`src/rtl/aes_pkg.sv`:
```
// Shared definitions for the AES host sequencer slice.
// Contents:
//   WORD_W / BLOCK_W / NWORDS : host word, AES block and words-per-block sizes
//   ADDR_MSG / ADDR_KEY       : write-target select values on the adress line
//   seq_state_t               : sequencer FSM states
package aes_pkg;

  localparam int WORD_W  = 32;
  localparam int BLOCK_W = 128;
  localparam int NWORDS  = BLOCK_W / WORD_W;

  localparam logic ADDR_MSG = 1'b0;
  localparam logic ADDR_KEY = 1'b1;

  typedef enum logic [1:0] {
    LOAD   = 2'd0,
    RUN    = 2'd1,
    UNLOAD = 2'd2
  } seq_state_t;

endpackage

```
`src/rtl/aes_host_sequencer_if.sv`:
```
// Host bus bundle between the host interface and the AES sequencer.
// Signals:
//   cs, rw, adress, wdata : transfer strobe, direction, write target, write data
//   rdata, rvalid         : read data and its one-cycle-late valid
//   busy, err             : core running / sticky timeout status
// Modports: master (host side), slave (sequencer side).
interface aes_host_sequencer_if;
  import aes_pkg::*;

  logic                cs;
  logic                rw;
  logic                adress;
  logic [0:WORD_W-1]   wdata;
  logic [0:WORD_W-1]   rdata;
  logic                rvalid;
  logic                busy;
  logic                err;

  modport master (
    output cs, rw, adress, wdata,
    input  rdata, rvalid, busy, err
  );

  modport slave (
    input  cs, rw, adress, wdata,
    output rdata, rvalid, busy, err
  );

endinterface

```
`src/rtl/aes_word_packer.sv`:
```
// Packs 32-bit host words into a 128-bit big-endian block.
// Word i lands in bits [32*i : 32*i+31]; word 0 is the first word written.
// The word counter saturates at NWORDS (block full); a further write restarts
// the block at word 0 without clearing the remaining words.
// Ports:
//   clk, reset : clock, asynchronous active-low reset
//   i_wr       : accept i_wdata this cycle
//   i_clr      : drop the counter to 0 (block contents are kept)
//   i_wdata    : host word
//   o_block    : packed block (registered)
//   o_full     : all NWORDS words present
module aes_word_packer
  import aes_pkg::*;
(
  input  logic               clk,
  input  logic               reset,
  input  logic               i_wr,
  input  logic               i_clr,
  input  logic [0:WORD_W-1]  i_wdata,
  output logic [0:BLOCK_W-1] o_block,
  output logic               o_full
);

  localparam logic [2:0] CNT_FULL = 3'(NWORDS);

  logic [0:BLOCK_W-1] r_block;
  logic [2:0]         r_cnt;
  logic [2:0]         w_idx;

  // A write to a full block restarts it at word 0.
  assign w_idx = (r_cnt == CNT_FULL) ? 3'd0 : r_cnt;

  always_ff @(posedge clk or negedge reset) begin
    if (!reset) begin
      r_block <= '0;
      r_cnt   <= '0;
    end else if (i_wr) begin
      for (int i = 0; i < NWORDS; i++) begin
        if (w_idx == 3'(i)) r_block[i*WORD_W +: WORD_W] <= i_wdata;
      end
      r_cnt <= w_idx + 3'd1;
    end else if (i_clr) begin
      r_cnt <= '0;
    end
  end

  assign o_block = r_block;
  assign o_full  = (r_cnt == CNT_FULL);

endmodule

```
`src/rtl/aes_host_sequencer.sv`:
```
// Bus-side sequencer between the 32-bit host bus and an AES-128 core.
// Host writes are packed into message and key blocks; once both are full the
// core is launched with a one-cycle core_start, the ciphertext is captured on
// core_done and handed back as four sequential 32-bit reads. A core that does
// not answer within TIMEOUT cycles sets the sticky err flag and the sequencer
// returns to loading (message must be rewritten, key is kept).
// Ports:
//   clk, reset  : clock, asynchronous active-low reset
//   bus         : host bus (slave modport)
//   message,key : packed blocks to the core (registered)
//   core_start  : one-cycle launch pulse
//   core_done   : core completion pulse, crypte valid with it
//   crypte      : ciphertext from the core
module aes_host_sequencer
  import aes_pkg::*;
#(
  parameter int TIMEOUT = 64
) (
  input  logic                 clk,
  input  logic                 reset,
  aes_host_sequencer_if.slave  bus,
  output logic [0:BLOCK_W-1]   message,
  output logic [0:BLOCK_W-1]   key,
  output logic                 core_start,
  input  logic                 core_done,
  input  logic [0:BLOCK_W-1]   crypte
);

  localparam int TW = $clog2(TIMEOUT);
  localparam logic [TW-1:0] TIMER_LAST = TW'(TIMEOUT - 1);
  localparam int RW = $clog2(NWORDS);
  localparam logic [RW-1:0] RD_LAST = RW'(NWORDS - 1);

  seq_state_t         r_state;
  logic [TW-1:0]      r_timer;
  logic [RW-1:0]      r_rd_cnt;
  logic [0:BLOCK_W-1] r_buf;
  logic [0:WORD_W-1]  r_rdata;
  logic               r_rvalid;
  logic               r_busy;
  logic               r_err;
  logic               r_core_start;

  logic w_msg_full;
  logic w_key_full;
  logic w_launch;
  logic w_wr;
  logic w_rd;
  logic w_wr_msg;
  logic w_wr_key;
  logic w_timeout;
  logic w_unload_last;
  logic w_clr_msg;

  assign w_wr = bus.cs && bus.rw;
  assign w_rd = bus.cs && !bus.rw;

  // Launch is decided from the registered counters; a write arriving in the
  // launch cycle is dropped so the block handed to the core cannot change.
  assign w_launch = (r_state == LOAD) && w_msg_full && w_key_full;
  assign w_wr_msg = (r_state == LOAD) && !w_launch && w_wr && (bus.adress == ADDR_MSG);
  assign w_wr_key = (r_state == LOAD) && !w_launch && w_wr && (bus.adress == ADDR_KEY);

  // core_done on the timeout cycle wins over the timeout.
  assign w_timeout     = (r_state == RUN) && !core_done && (r_timer == TIMER_LAST);
  assign w_unload_last = (r_state == UNLOAD) && w_rd && (r_rd_cnt == RD_LAST);
  // Only the message is invalidated; the key persists across blocks.
  assign w_clr_msg     = w_timeout || w_unload_last;

  aes_word_packer u_msg (
    .clk     (clk),
    .reset   (reset),
    .i_wr    (w_wr_msg),
    .i_clr   (w_clr_msg),
    .i_wdata (bus.wdata),
    .o_block (message),
    .o_full  (w_msg_full)
  );

  aes_word_packer u_key (
    .clk     (clk),
    .reset   (reset),
    .i_wr    (w_wr_key),
    .i_clr   (1'b0),
    .i_wdata (bus.wdata),
    .o_block (key),
    .o_full  (w_key_full)
  );

  always_ff @(posedge clk or negedge reset) begin
    if (!reset) begin
      r_state      <= LOAD;
      r_timer      <= '0;
      r_rd_cnt     <= '0;
      r_buf        <= '0;
      r_rdata      <= '0;
      r_rvalid     <= 1'b0;
      r_busy       <= 1'b0;
      r_err        <= 1'b0;
      r_core_start <= 1'b0;
    end else begin
      r_core_start <= 1'b0;
      // Every read strobe is answered next cycle so the bus never stalls;
      // outside UNLOAD the answer is zero.
      r_rvalid <= w_rd;
      if (w_rd && (r_state != UNLOAD)) r_rdata <= '0;

      case (r_state)
        LOAD: begin
          if (w_launch) begin
            r_state      <= RUN;
            r_core_start <= 1'b1;
            r_busy       <= 1'b1;
            r_timer      <= '0;
          end
        end
        RUN: begin
          r_timer <= r_timer + TW'(1);
          if (core_done) begin
            r_buf    <= crypte;
            r_err    <= 1'b0;
            r_rd_cnt <= '0;
            r_busy   <= 1'b0;
            r_state  <= UNLOAD;
          end else if (w_timeout) begin
            r_err   <= 1'b1;
            r_busy  <= 1'b0;
            r_state <= LOAD;
          end
        end
        UNLOAD: begin
          if (w_rd) begin
            for (int i = 0; i < NWORDS; i++) begin
              if (r_rd_cnt == RW'(i)) r_rdata <= r_buf[i*WORD_W +: WORD_W];
            end
            r_rd_cnt <= r_rd_cnt + RW'(1);
            if (r_rd_cnt == RD_LAST) r_state <= LOAD;
          end
        end
        default: r_state <= LOAD;
      endcase
    end
  end

  assign bus.rdata  = r_rdata;
  assign bus.rvalid = r_rvalid;
  assign bus.busy   = r_busy;
  assign bus.err    = r_err;
  assign core_start = r_core_start;

endmodule

```
`src/flat_wrapper.sv`:
```
// flat-port wrapper written by rule: the top's interface ports become plain ports
module aes_host_sequencer_flat import aes_pkg::*;
#(
  parameter int TIMEOUT = 64
)
  (clk, reset, message, key, core_start, core_done, crypte, bus_cs, bus_rw, bus_adress, bus_wdata, bus_rdata, bus_rvalid, bus_busy, bus_err);
  aes_host_sequencer_if bus_i ();
  input  logic clk;
  input  logic reset;
  output logic [0:BLOCK_W-1] message;
  output logic [0:BLOCK_W-1] key;
  output logic core_start;
  input  logic core_done;
  input  logic [0:BLOCK_W-1] crypte;
  input wire logic [$bits(bus_i.cs)-1:0] bus_cs;
  input wire logic [$bits(bus_i.rw)-1:0] bus_rw;
  input wire logic [$bits(bus_i.adress)-1:0] bus_adress;
  input wire logic [$bits(bus_i.wdata)-1:0] bus_wdata;
  output wire logic [$bits(bus_i.rdata)-1:0] bus_rdata;
  output wire logic [$bits(bus_i.rvalid)-1:0] bus_rvalid;
  output wire logic [$bits(bus_i.busy)-1:0] bus_busy;
  output wire logic [$bits(bus_i.err)-1:0] bus_err;
  assign bus_i.cs = bus_cs;
  assign bus_i.rw = bus_rw;
  assign bus_i.adress = bus_adress;
  assign bus_i.wdata = bus_wdata;
  assign bus_rdata = bus_i.rdata;
  assign bus_rvalid = bus_i.rvalid;
  assign bus_busy = bus_i.busy;
  assign bus_err = bus_i.err;
  aes_host_sequencer #(.TIMEOUT(TIMEOUT)) u_core (.clk(clk), .reset(reset), .bus(bus_i), .message(message), .key(key), .core_start(core_start), .core_done(core_done), .crypte(crypte));
endmodule
```
`config.mk`:
```
export PLATFORM = sky130hd
export DESIGN_NAME = aes_host_sequencer_flat
export DESIGN_NICKNAME = d
export VERILOG_FILES = /design/src/rtl/aes_pkg.sv /design/src/rtl/aes_host_sequencer_if.sv /design/src/rtl/aes_word_packer.sv /design/src/rtl/aes_host_sequencer.sv /design/src/flat_wrapper.sv
export SDC_FILE = /design/constraint.sdc
export NUM_CORES = 1
export LEC_CHECK = 0
export ABC_AREA = 1
export CORE_ASPECT_RATIO = 1.4
export CORE_MARGIN = 8
export CORE_UTILIZATION = 45
export CTS_CLUSTER_SIZE = 14
export DETAILED_ROUTE_END_ITERATION = 10
export PLACE_DENSITY = 0.74
export SLEW_MARGIN = 20
export SYNTH_ARGS = -nofsm -noshare
export SYNTH_HDL_FRONTEND = slang
export SYNTH_HIERARCHICAL = 1
export SYNTH_SLANG_ARGS = --single-unit
```
`constraint.sdc`:
```
create_clock -name clk -period 2.68 [get_ports clk]
set_clock_uncertainty 0.2 [all_clocks]
set_input_delay 0.804 -clock clk [delete_from_list [all_inputs] [get_ports clk]]
set_output_delay 0.804 -clock clk [all_outputs]
set_load 0.02 [all_outputs]
```
======== After elaboration in Yosys (flattened, before gate mapping) ========
Index checks and enable logic that the tools add are counted.
word-level totals
  memories ................................ 0
  logic and storage cells ................. 113
  latch bits .............................. 0
  register bits after elaboration ......... 436
  ROM bits ................................ 0
  bits in writable memories ............... 0
  output and inout bits ................... 292
  input bits .............................. 166
cells by class
  multiplexer cells ....................... 30
  magnitude comparators ................... 0
  add/subtract/negate cells ............... 4
  reduce and logical (&&, ||, !) cells .... 39
  eq/ne operators ......................... 20
  div/mod/pow operators ................... 0
  $mul .................................... 0
  shift-type cells ........................ 0
  bitwise gates (word level) .............. 1
operators by type and width
  kind                                            count
  2-to-1 mux 32 bit                               7
  AND reduction 2 bit                             11
  2-to-1 mux 2 bit                                7
  logical AND 1 bit                               13
  == test 3 x 2 -> 1 bit (second input constant)  4
  2-to-1 mux 3 bit                                4
  one-hot mux 6 bit (2 select lines)              1
  nonzero test 2 bit                              4
  2-to-1 mux 1 bit                                7
  adder 3 x 1 -> 3 bit (second input constant)    2
  adder 6 x 1 -> 6 bit (second input constant)    1
  == test 2 bit (second input constant)           3
  == test 3 x 1 -> 1 bit (second input constant)  2
  == test 3 bit (second input constant)           2
  == test 6 bit (second input constant)           1
  logical NOT 3 bit                               2
  2-to-1 mux 6 bit                                1
  != test 2 bit (second input constant)           3
  one-hot mux 2 bit (3 select lines)              1
  AND reduction 3 bit                             2
  == test 2 x 1 -> 1 bit (second input constant)  2
  logical NOT 2 bit                               2
  != test 2 x 1 -> 1 bit (second input constant)  2
  one-hot mux 2 bit (2 select lines)              1
  7 further kinds                                 9

======== Longest topological paths before layout ========
  depth after elaboration ................. 10
  depth in mapped cells ................... 12

======== Hierarchy ========
The synthesis kept the hierarchy.
by module, submodules not included
  module              sequential area each (um^2)  cells each  area an instance (um^2)  times used
  aes_word_packer     3,278.1                      582         5,215.0                  2
  aes_host_sequencer  4,354.2                      1,147       8,389.3                  1

======== Worst setup path before layout ========
OpenSTA, ideal clock, no wires.
  path kind ............................... input to register
  start point ............................. input port bus_cs
  end point ............................... register u_core.u_key.r_block (netlist bit u_core/u_key/o_block[32])
  buffers on the path ..................... 2
  path slack .............................. 0.572 ns
  required time ........................... 2.363 ns
  cell stages on the path ................. 9
  arrival time ............................ 1.791 ns
  cell sequence ........................... nand4_1 > nor2_1 > buf_2 > nand2_1 > inv_1 > nand2_1 > buf_2 > nand2_1 > nand2_1
between the ends
  longest elaborated chain between the ends .. 4
ends and longest elaborated chain
  element                               line                      text
  start: declaration                    flat_wrapper.sv:15        input wire logic [$bits(bus_i.cs)-1:0] bus_cs;
  logical AND 1 bit                     aes_host_sequencer.sv:55  assign w_wr = bus.cs && bus.rw;
  logical AND 1 bit (2 in a row)        aes_host_sequencer.sv:62  assign w_wr_key = (r_state == LOAD) && !w_launch && w_wr && (bus.adress == ADDR_KEY);
  via u_core.w_wr_key                   aes_host_sequencer.sv:50  logic w_wr_key;
  AND reduction 2 bit (no source line)  n/a
  end signal: indexed assignment        aes_word_packer.sv:39     if (w_idx == 3'(i)) r_block[i*WORD_W +: WORD_W] <= i_wdata;
  end: declaration                      aes_word_packer.sv:26     logic [0:BLOCK_W-1] r_block;
The timed path passes the listed nets, and every way through them passes these cells.
A chain may end at the register's enable or synchronous reset.

======== Worst setup path after layout ========
  start point ............................. register u_core.u_key.r_block (netlist bit u_core/u_key/o_block[45])
  end point ............................... output port key[45] (netlist bit)
RTL lines
  element           line                text
  end: declaration  flat_wrapper.sv:11  output logic [0:BLOCK_W-1] key;
No word-level cell between the ends.

==> out/metrics.csv <==
metric;value;unit
peakVddDrop;512.0;uV
slew_headroom;59.46;%
die_h;258.0;um
core-area;41290;um2
clk_pin_slew_worst_paths;60;ps
multi_input_area;6874;um2
die_area;48710;um2
crit_buf_inv;1;
max_freq;0.3768;GHz
rr_startpoint;u_core/u_key/r_cnt[0];
num-nets-final;2914;
seq_area;10910;um2
first_pass_iters;5;
grt_start_max_net_pins;83;
final_common_cell;nand2_1;
power;25.45;mW
first_global_vias;17232;
status;completed;
cts.sinks;436;
grt_use_total;25.20;%
clk_latency;550;ps
maxSlewViolCount;0;
ys_warn_count;6;
post-cts-setup-buffers;0;
most-common-layout-cells;nand2_1, clkdlybuf4s50_1, dfrtp_1, nand3_1, nor2_1;
startpoint_type;register;
pwr_density_cell;985.1;nW/um2
grt_antenna_before_repair;0;
synth_top_area_cell;dfrtp_1;
drv_cap;0;
clockRootBuffer;clkbuf_16;
leakagePower;13.33;nW
place.gp.congestion;0.8723;
seqPwrFrac;37.1;%
ant_nets;0;
yosys_register_bits;436;
crit_slowest_cell;clkdlybuf4s50_1;
place_hpwl;44.43;mm
end_kind;output port;
timing.final.crit_period;2654;ps
cts_made_buffers;43;
vias;17294;
grt_pass1_wl;98.20;mm
syn_area_per_cell;8.143;um2
portBuffers;457;
cp-startpoint;u_core/u_key/o_block[45];
swShare;36.63;%
worstPathRequired;1680;ps
rsz0062_at_grt;no;
fp-row-count;88;
power_frac_comb;37.5;%
syn_inst;2311;
tightest_slew;606.2;ps
viasPerCell;5.236;
start_util;45.58;%
drive_gt1_share;5.501;%
path_cells;clkdlybuf4s50_1;
p_clk_share;25.4;%
antenna_cells;0;
syn_area;18820;um2
intPower;16.13;mW
cts_max_path_buffers;3;
synth_area_leaders;dfrtp_1, nand2_1, nand3_1;
n_fill_cell;3499;
p_switching;9.321;mW
crit_type;reg -> out;
tritoncts;built;
hold_viol_final;0;
worstPathArrival;1650;ps
h-tree-depth;2;
synth_top_cell_area_share;57.97;%
ys_seq_area_share;57.97;%
fin_hold_ws;270.5;ps
num_io_pins;458;
cp_max_fo;2;
die_width;188.8;um
synth_nets;2492;
cp_top_family;buffers and inverters;
netlist-cell-type-count;25;
wl_per_cell;19.11;um
drt-initial-drc-count;1574;
fin_crit_sh;99.04;%
drcViolationCount;0;
grt.overflow.total;0;
setup_violations;0;
hold_path.startpoint;u_core/u_msg/o_block[72];
area_growth;37.26;%
max_stage_delay;670;ps
finalWirelength;63.10;mm
holdCritPathClass;reg -> reg;
[path summary, 6_finish.rpt]
kind	endpoint	slack (ps)	cells after the start
worst max-delay path	key[45]	30	1
worst min-delay path	u_core/u_msg/o_block[72]	270	2
worst max register to register	u_core/u_msg/r_cnt[0]	350	8
worst min register to register	u_core/u_msg/o_block[72]	270	2
max in group asynchronous	u_core/u_key/o_block[84]	1010	3
min in group asynchronous	u_core/u_key/o_block[3]	610	2
[layout make-up]
| cell class | count | area share, % |
|---|---|---|
| multi-input combinational | 1635 | 26.61 |
| clock buffer | 60 | 4.921 |
| tap | 540 | 2.616 |
| timing repair buffer | 524 | 21.29 |
| clock inverter | 15 | 0.9639 |
| sequential | 436 | 42.24 |
| inverter | 93 | 1.361 |
[per-layer routing]
metal  global-route usage [%]  wire length [um]
met2                    42.46             30510
met4                    9.595              2315
met3                    5.881              6143
met5                        0                 0
met1                    31.10             24140
[flip-flops by register name, indices dropped and copies added (netlist names), 2 cells and up]
name / cells
u_core/bus.rdata: 32
u_core/r_buf: 128
u_core/r_rd_cnt: 2
u_core/r_state: 2
u_core/r_timer: 6
u_core/u_key/o_block: 128
u_core/u_key/r_cnt: 3
u_core/u_msg/o_block: 128
u_core/u_msg/r_cnt: 3
[what timing repair did]
item / 4_1_cts / 5_1_grt
hold endpoints to repair: 6 / 0
cloned: 0 / 0
pin swaps: 0 / 0
endpoints found under the setup margin: 2 / 7
gates resized for setup: 2 / 7
hold buffers: 1 / 0
[per-stage QoR]
| stage | area [um2] | util (%) | setup WS (ps) | setup TNS, ps | cells |
|---|---|---|---|---|---|
| 6_report | 25830 | 62.56 | 25.72 | 0 | 3303 |
| 5_1_grt | 25830 | 62.56 | 2.787 | 0 | 3303 |
| 4_1_cts | 25810 | 62.52 | 0.4702 | 0 | 3303 |
| 3_5_place_dp | 24290 | 58.82 | -77.65 | -5078 | 3227 |
| 3_3_place_gp | 24290 | 58.82 | -40.54 | -1871 | 3227 |
| 2_1_floorplan | 18820 | - | 571.9 | 0 | 2311 |
[kinds of logic (layout without fill, tap and decap cells)]
| group | count (synthesis) | in the layout | share of synthesized area (%) |
|---|---|---|---|
| AOI/OAI and AO/OA | 146 | 146 | 3.963 |
| adders and majority gates | 15 | 15 | 0.9973 |
| buffers and inverters | 240 | 692 | 5.724 |
| DFF | 436 | 436 | 57.97 |
| other | 1 | 1 | 0.01993 |
| and+or+nand+nor | 1473 | 1473 | 31.32 |
[power by group through the flow]
stage	Sequential, mW	Clock [mW]	Combinational, mW
2_1_floorplan	11.0	0	3.06
3_3_place_gp	9.47	0	9.38
3_5_place_dp	9.53	0	9.57
4_1_cts	9.43	6.56	9.61
5_1_grt	9.61	6.82	10.4
6_report	9.44	6.46	9.55
[cells in the mapped netlist]
cell / number
dfrtp_1: 436
inv_1: 90
nand3_1: 266
ha_1: 15
o21ai_0: 41
buf_8: 1
buf_6: 11
buf_2: 48
buf_1: 11
o31ai_1: 1
a21oi_1: 98
conb_1: 1
nand4_1: 2
nand2_2: 2
nor2_4: 2
clkbuf_1: 70
or2_2: 2
inv_2: 2
nor3_1: 2
buf_4: 6
nor2_1: 105
nand2_1: 1092
clkinv_1: 1
o22ai_1: 4
o21ai_2: 2
(Power assumes the default switching activity.)
